===== src/rtl/regfile_param.sv =====
// -----------------------------------------------------------------------------
// regfile_param
//   Parametrised register file for the multicycle MIPS datapath. It has two
//   registered read ports, one write port with a write-to-read bypass, and a
//   hardware clear sequencer. The sequencer zeroes every entry after reset, so
//   no memory-image preload is needed.
//
// Parameters
//   DATA_W   : register width in bits
//   ADDR_W   : address width, DEPTH = 2**ADDR_W entries
//   ZERO_REG : 1 = entry 0 reads as 0 and ignores writes, 0 = ordinary entry
//
// Ports
//   clk      : clock, all state updates on posedge
//   reset    : synchronous, active-high, (re)starts the clear sequence
//   ra1/ra2  : read addresses (rs / rt)
//   re       : read enable, rd1/rd2 hold when low
//   rd1/rd2  : registered read data, 1-cycle latency
//   we/wa/wd : write enable, address, data
//   busy     : high while the clear sequence runs
//
// Optional feature (macro REGFILE_DEBUG_PORT_EN)
//   dbg_a/dbg_d : always-enabled registered debug read port with no bypass.
//                 It shows the pre-write contents on a same-edge write.
// -----------------------------------------------------------------------------
module regfile_param #(
    parameter int DATA_W   = 32,
    parameter int ADDR_W   = 5,
    parameter int ZERO_REG = 1
) (
    input  logic              clk,
    input  logic              reset,
    input  logic [ADDR_W-1:0] ra1,
    input  logic [ADDR_W-1:0] ra2,
    input  logic              re,
    output logic [DATA_W-1:0] rd1,
    output logic [DATA_W-1:0] rd2,
    input  logic              we,
    input  logic [ADDR_W-1:0] wa,
    input  logic [DATA_W-1:0] wd,
`ifdef REGFILE_DEBUG_PORT_EN
    input  logic [ADDR_W-1:0] dbg_a,
    output logic [DATA_W-1:0] dbg_d,
`endif
    output logic              busy
);

    localparam int DEPTH = 1 << ADDR_W;

    typedef enum logic {CLEAR, READY} state_t;

    state_t            state_q, state_d;
    logic [ADDR_W-1:0] clr_ptr_q, clr_ptr_d;
    logic [DATA_W-1:0] rd1_q, rd1_d;
    logic [DATA_W-1:0] rd2_q, rd2_d;
    logic              busy_q, busy_d;

    logic [DATA_W-1:0] mem [DEPTH];

    // A single write port into the array, shared by the clear sequencer and
    // the normal write path.
    logic              mem_we;
    logic [ADDR_W-1:0] mem_wa;
    logic [DATA_W-1:0] mem_wd;

    function automatic logic is_zero_reg(input logic [ADDR_W-1:0] a);
        return (ZERO_REG != 0) && (a == '0);
    endfunction

    // Operand read value. A same-edge write is forwarded so the operand
    // registers never see stale data.
    function automatic logic [DATA_W-1:0] read_sel(
        input logic [ADDR_W-1:0] a,
        input logic [DATA_W-1:0] stored,
        input logic              w_en,
        input logic [ADDR_W-1:0] w_addr,
        input logic [DATA_W-1:0] w_data
    );
        if (is_zero_reg(a))
            return '0;
        else if (w_en && (w_addr == a))
            return w_data;
        else
            return stored;
    endfunction

`ifdef REGFILE_DEBUG_PORT_EN
    logic [DATA_W-1:0] dbg_d_q, dbg_d_d;
`endif

    always_comb begin
        state_d   = state_q;
        clr_ptr_d = clr_ptr_q;
        rd1_d     = rd1_q;
        rd2_d     = rd2_q;
        busy_d    = busy_q;
        mem_we    = 1'b0;
        mem_wa    = wa;
        mem_wd    = wd;
`ifdef REGFILE_DEBUG_PORT_EN
        dbg_d_d   = '0;
`endif

        if (reset) begin
            state_d   = CLEAR;
            clr_ptr_d = '0;
            rd1_d     = '0;
            rd2_d     = '0;
            busy_d    = 1'b1;
        end else if (state_q == CLEAR) begin
            // One entry is zeroed per cycle. External writes and reads are
            // locked out, so uninitialised storage can never reach rd1/rd2.
            mem_we    = 1'b1;
            mem_wa    = clr_ptr_q;
            mem_wd    = '0;
            clr_ptr_d = clr_ptr_q + 1'b1;
            rd1_d     = '0;
            rd2_d     = '0;
            if (clr_ptr_q == {ADDR_W{1'b1}}) begin
                state_d = READY;
                busy_d  = 1'b0;
            end
        end else begin
            mem_we = we && !is_zero_reg(wa);
            if (re) begin
                rd1_d = read_sel(ra1, mem[ra1], we, wa, wd);
                rd2_d = read_sel(ra2, mem[ra2], we, wa, wd);
            end
`ifdef REGFILE_DEBUG_PORT_EN
            dbg_d_d = is_zero_reg(dbg_a) ? '0 : mem[dbg_a];
`endif
        end
    end

    always_ff @(posedge clk) begin
        state_q   <= state_d;
        clr_ptr_q <= clr_ptr_d;
        rd1_q     <= rd1_d;
        rd2_q     <= rd2_d;
        busy_q    <= busy_d;
`ifdef REGFILE_DEBUG_PORT_EN
        dbg_d_q   <= dbg_d_d;
`endif
        if (mem_we)
            mem[mem_wa] <= mem_wd;
    end

    assign rd1  = rd1_q;
    assign rd2  = rd2_q;
    assign busy = busy_q;
`ifdef REGFILE_DEBUG_PORT_EN
    assign dbg_d = dbg_d_q;
`endif

endmodule


===== config.mk =====
export PLATFORM = sky130hd
export DESIGN_NAME = regfile_param
export DESIGN_NICKNAME = d
export VERILOG_FILES = /design/src/rtl/regfile_param.sv
export SDC_FILE = /design/constraint.sdc
export NUM_CORES = 1
export LEC_CHECK = 0
export CAP_MARGIN = 20
export CORE_ASPECT_RATIO = 0.9
export CORE_MARGIN = 8
export CORE_UTILIZATION = 30
export DETAILED_ROUTE_END_ITERATION = 10
export PLACE_DENSITY = 0.5
export SLEW_MARGIN = 40
export SYNTH_ARGS = -nofsm -noshare
export SYNTH_HDL_FRONTEND = slang
export SYNTH_SLANG_ARGS = --single-unit

===== constraint.sdc =====
create_clock -name clk -period 6.8 [get_ports clk]
set_input_delay 0.68 -clock clk [delete_from_list [all_inputs] [get_ports clk]]
set_output_delay 0.68 -clock clk [all_outputs]
set_load 0.02 [all_outputs]

==> results of run 1 <==
==> sequential cells by signal, indices dropped and copies added, names as in the netlist <==
name	cells
rd2	32
rd1	32
mem	1024
state_q	1
clr_ptr_q	5
busy	1
==> where the power goes <==
part	switching, mW	internal (mW)
Sequential	0.0259	7.44
Clock	2.71	3.50
Combinational	0.777	0.452
==> per-layer routing <==
metal	up-vias	share of wire, %	track usage, %
met3	166	9.2	4.78
met1	16100	45	25.8
met5	-	0.029	0
li1	12700	-	-
met2	1199	44	25.9
met4	8	2.5	4.15
==> synth_stat cells, types with 2 or more instances <==
cell and number:
o211ai_1 23, a211o_1 3, ha_1 2, inv_1 35, buf_1 28, xnor2_1 7
or4_1 2, nand2_1 110, mux4_2 384, nand2b_1 4, nand3b_1 2, o211ai_2 10
buf_4 24, or3_1 32, o21ai_1 34, nor2b_1 4, nand3_1 3, and2_1 4
xor2_1 6, a22o_1 32, a21oi_1 129, a22oi_1 128, buf_2 58, a2111o_1 31
clkbuf_1 113, a221oi_1 128, mux2i_1 262, dfxtp_1 71, mux2_2 2, edfxtp_1 1024
nor2_1 76, o21ai_0 130, buf_6 14
==> how the worst max path moves through the flow <==
| stage | from | to | slack, ns | depth (start not counted) |
|---|---|---|---|---|
| final | reset | mem[24][31] | 2.92 | 7 |
| after CTS | reset | mem[24][22] | 3.03 | 7 |
| after floorplan | reset | mem[4][0] | 3.08 | 7 |
| after detailed placement | reset | mem[24][26] | 2.23 | 7 |
| after global placement | reset | mem[28][14] | 2.19 | 6 |
| after global routing | reset | mem[24][22] | 2.83 | 7 |
==> final cells by class <==
cell class,instances,area (um2)
Antenna cell,7,17.5
Clock buffer,145,3060
Clock inverter,69,636
Fill cell,15900,109000
Inverter,36,141
Multi-Input combinational cell,1563,17500
Sequential cell,1095,32200
Tap cell,2247,2810
Timing Repair Buffer,255,2850
==> cell families after synthesis <==
family | after synthesis | synth area share (%)
xor gates and xnor gates | 13 | 0.225
AOI/OAI and AO/OA | 654 | 9.02
muxes | 648 | 22.3
adders and majority gates | 2 | 0.0495
and+or+nand+nor | 246 | 2.18
DFF | 1095 | 63.6
buffers and inverters | 273 | 2.56
==> stage by stage <==
step,util [%],area [um2],setup slack (ns),power (mW),std cells
3_3_place_gp,32.4,54500,2.19,8.79,5146
2_1_floorplan,-,50600,3.08,8.34,2931
5_1_grt,35.2,59200,2.83,15.4,5410
3_5_place_dp,32.9,55400,2.23,8.82,5190
4_1_cts,35.1,59100,3.03,15.0,5404
6_report,35.2,59200,2.92,14.9,5417
==> critical path, stage by stage <==
cell and delay, ns:
clkdlybuf4s50_1 0.69, nor2_4 0.21, buf_4 0.62, mux2i_1 0.33, nand2_1 0.55, nor2_4 0.79, buf_4 0.38
==> out/results.ini, run 1 <==
[power_and_ir_drop]
ir_worst_vdd_v=0.000195
cellLeakagePower_nw=19.3
p_per_area_nw_per_um2=252

[layout]
drive_gt1_share_pct=24.8
final_common_cell=edfxtp_1
layout_common_cells=1024 x edfxtp_1, 384 x mux4_2, 262 x mux2i_1
areaGrowthSynthToFinish_pct=17.1
fin_nets=3119

[synthesis]
async_flop_share_pct=0
synthTopCellsByArea=edfxtp_1 61%, mux4_2 17%, mux2i_1 5.2%
yosysWarnings=0
netlist_area_um2=50600
synth_edf_count=1024
ys_seq_area_share_pct=63.6
ys_types=49
syn_nets=2984
syn_inst=2931
synth_top_cell_by_area=edfxtp_1
syn_area_per_cell_um2=17.2
yosysTopAreaCellShare_pct=60.8
ys_ff_latch=1095
synthFlopType=edfxtp_1

[floorplanning]
rows=143
die_x_um=449
boundaryPins=116
coreArea_um2=168000
fp.dieH_um=405
initial_utilization_pct=30.1
die_area_um2=182000

[critical_path]
cp.arrival_ns=4.29
critPathKind=in -> reg
critPathCaptureType=flop
r2r_start=state_q
ff2ff_path_depth=6
r2r_setup_slack_ns=3.12
cp_data_required_time_ns=7.21
path_max_fanout=44
crit_path_start_kind=primary input
worstReg2RegEnd=mem[24][31]

[route]
wl_um=166000
vias=30100
drt_iter0_drc=3608
first_pass_iters=6
wl_per_cell_um=30.6
drcViolationCount=0
drt-vias-per-instance=5.56
detail-route-antenna-nets=0

[timing]
hold_ws_ns=0.457
rsz0062_at_grt=false
slew_headroom_pct=37.9
hold_viol=0
max_freq_ghz=0.258
min_period_ns=3.88
setup_viol=0
clock-skew-final_ns=0.0244
drv_slew=0
tightestPinTransition_ns=0.931
tns_ns=0
fin_crit_sh_pct=57.1

[hold_path]
min_from=busy
whs_endpoint=busy
holdPathStages=1
hold_class=reg -> reg

[clock_tree]
h-tree-depth=3
cts.sinks=1095
cts_tree=yes
path_clk_slew_ns=0.06
numCtsBuffers=115
clockBufferDepth=3
postCtsSetupBuffers=0
cts_hold_buf=0
post_cts_resized=0
insertion_delay_ns=0.73
root_buffer=clkbuf_16

[placement]
gp_congestion=0.810
hpwl_um=114000
port_buffers=115

[grt]
antenna_found_initial=10
grt_pass1_vias=29400
grt.total_usage_pct=17.6
grt_max_degree=89
overflow=0
grt_first_pass_wirelength_um=232000

[flow_run]
maxCapViolCount=0

[outcome]
status=complete, no violations

(Power assumes the default switching activity.)
==> inputs of run 2 (changes only) <==
==> constraint.sdc (replaced) <==
create_clock -name clk -period 3.6 [get_ports clk]
set_input_delay 0.36 -clock clk [delete_from_list [all_inputs] [get_ports clk]]
set_output_delay 0.36 -clock clk [all_outputs]
set_load 0.02 [all_outputs]
==> run 2 against run 1 <==
  * Non-clock buffer count rose by 58
  * Sequential power rose by 89%
  * Worst hold slack got worse by 0.10 ns
  * Clock power rose by 110%
  * Clock-buffer cell count rose by 13
  * Core utilization rose by 0.54 points
  * Register-to-register slack got worse by 2.3 ns
  * Critical endpoint is now mem[29][8]
  * Global-route usage rose by 0.50 points
  * Combinational power rose by 84%
  * Final area rose by 1.5%
  * Largest cell class unchanged
==> out/results.ini, run 2 (synthesis results as in run 1) <==
[critical_path]
cp.arrival_ns=3.14  ; -1.15 ns
critPathCaptureType=flop
worstReg2RegEnd=mem[29][8]
path_max_fanout=15  ; -66%
crit_path_start_kind=flop
critPathKind=reg -> reg
r2r_start=state_q
ff2ff_path_depth=6  ; unchanged
r2r_setup_slack_ns=0.86  ; -2.26 ns
cp_data_required_time_ns=4.00  ; -3.21 ns

[floorplanning]
die_area_um2=182000  ; unchanged
boundaryPins=116  ; unchanged
fp.dieH_um=405  ; unchanged
die_x_um=449  ; unchanged
initial_utilization_pct=30.1  ; unchanged
coreArea_um2=168000  ; unchanged
rows=143  ; unchanged

[clock_tree]
root_buffer=clkbuf_16
numCtsBuffers=119  ; +3.5%
insertion_delay_ns=0.73  ; about the same
cts_hold_buf=0  ; unchanged
clockBufferDepth=3  ; unchanged
cts_tree=yes
post_cts_resized=0  ; unchanged
cts.sinks=1095  ; unchanged
postCtsSetupBuffers=0  ; unchanged
h-tree-depth=3  ; unchanged
path_clk_slew_ns=0.06  ; about the same

[timing]
setup_ws_ns=0.857  ; -2.06 ns
max_freq_ghz=0.365
clock-skew-final_ns=0.0347  ; +0.0102 ns
drv_slew=0  ; unchanged
rsz0062_at_grt=false
slew_headroom_pct=42.2  ; +4.3 points
tightestPinTransition_ns=0.866  ; -0.0646 ns
hold_ws_ns=0.355  ; -0.102 ns
hold_viol=0  ; unchanged
fin_crit_sh_pct=76.2
setup_viol=0  ; unchanged
tns_ns=0  ; unchanged
min_period_ns=2.74

[power_and_ir_drop]
ir_worst_vdd_v=0.000398  ; +100%
p_switching_mw=6.60  ; +88%
cellLeakagePower_nw=19.8  ; +2.9%
pwr-share-comb_pct=7.8  ; -0.4 points
sequentialPowerShare_pct=48.4  ; -1.7 points
power_frac_clock_pct=43.9  ; +2.2 points
intPower_mw=22.5  ; +98%
swShare_pct=22.6  ; -0.94 points
p_per_area_nw_per_um2=485  ; +93%

[route]
drt-vias-per-instance=5.56  ; about the same
drt_iter0_drc=2721  ; -25%
vias=30500  ; +1.2%
first_pass_iters=7  ; +1
detail-route-antenna-nets=0  ; unchanged
wl_um=170000  ; +2.5%
wl_per_cell_um=31.0  ; +1.4%
drcViolationCount=0  ; unchanged

[hold_path]
hold_class=in -> reg
holdPathStages=3  ; +2
min_from=wd[14]
whs_endpoint=rd1[14]

[flow_run]
maxCapViolCount=0  ; unchanged

[grt]
antenna_found_initial=4  ; -6
grt_max_degree=76  ; -15%
overflow=0  ; unchanged
grt_first_pass_wirelength_um=240000  ; +3.4%
grt_pass1_vias=31600  ; +7.6%
grt.total_usage_pct=18.1  ; +0.50 points

[layout]
layout_common_cells=1024 x edfxtp_1, 384 x mux4_2, 262 x mux2i_1
fin_nets=3181  ; +2.0%
regMostFlops=mem
areaGrowthSynthToFinish_pct=18.9
drive_gt1_share_pct=26.4  ; +1.6 points
final_common_cell=edfxtp_1
largest_reg_flops=1024  ; unchanged

[outcome]
status=complete, no violations

[placement]
gp_congestion=0.781  ; -3.6%
port_buffers=115  ; unchanged
hpwl_um=105000  ; -7.5%
pre_cts_ws_ns=0.321  ; -1.91 ns

-- run 2: cell count changes in the layout (fill, tap and decap cells not counted), moves of 9 or more --
cell,before,now
buf_4,82,135
clkinv_1,24,7
clkinv_2,18,30
buf_16,18,4
bufinv_16,8,17
buf_12,8,57
buf_8,29,7
-- run 2: worst max path at each step --
stage / from / endpoint / slack (ns) / depth (start not counted)
after floorplan: reset / mem[4][0] / 0.20 / 7
after global placement: reset / mem[25][5] / 0.29 / 6
after detailed placement: reset / mem[29][1] / 0.32 / 7
after CTS: state_q / mem[29][8] / 0.82 / 6
after global routing: state_q / mem[29][8] / 0.69 / 6
final: state_q / mem[29][8] / 0.86 / 6
-- run 2: metrics by stage --
step	cells	instance area [um2]	power (mW)	util [%]
after floorplan	2931	50600	15.8	-
after global placement	5247	55800	16.6	33.2
after detailed placement	5254	56000	16.6	33.3
after CTS	5475	60100	29.4	35.7
after global routing	5477	60100	30.0	35.7
final	5479	60100	29.1	35.7
-- run 2: critical path, stage by stage, from the launching register on --
cell	delay, ns
dfxtp_1	0.34
nor2_4	0.39
mux2i_1	0.30
nand2_1	0.19
buf_4	0.21
nor2_4	0.64
buf_4	0.33
-- run 2: per-layer routing --
layer  share of wire, %  vias up  track usage [%]
met3                5.8      249             2.68
met5             0.0071        -                0
li1                   -    12800                -
met1                 42    16300             23.7
met2                 50     1078             31.1
met4                3.0        2             5.61
-- run 2: layout make-up --
cell class / count / area, um2
inverter: 36 / 141
tap: 2247 / 2810
multi-input combinational: 1563 / 17400
clock buffer: 158 / 3280
clock inverter: 63 / 796
timing repair buffer: 313 / 3460
sequential: 1095 / 32200
fill: 15900 / 108000
antenna: 4 / 10.0
-- run 2: power groups by stage --
stage / Combinational [mW] / Sequential [mW] / Clock (mW)
floorplan: 1.40 / 14.4 / 0
global placement: 2.25 / 14.4 / 0
detailed placement: 2.27 / 14.4 / 0
CTS: 2.28 / 14.1 / 13.0
global route: 2.40 / 14.1 / 13.5
finish: 2.26 / 14.1 / 12.8
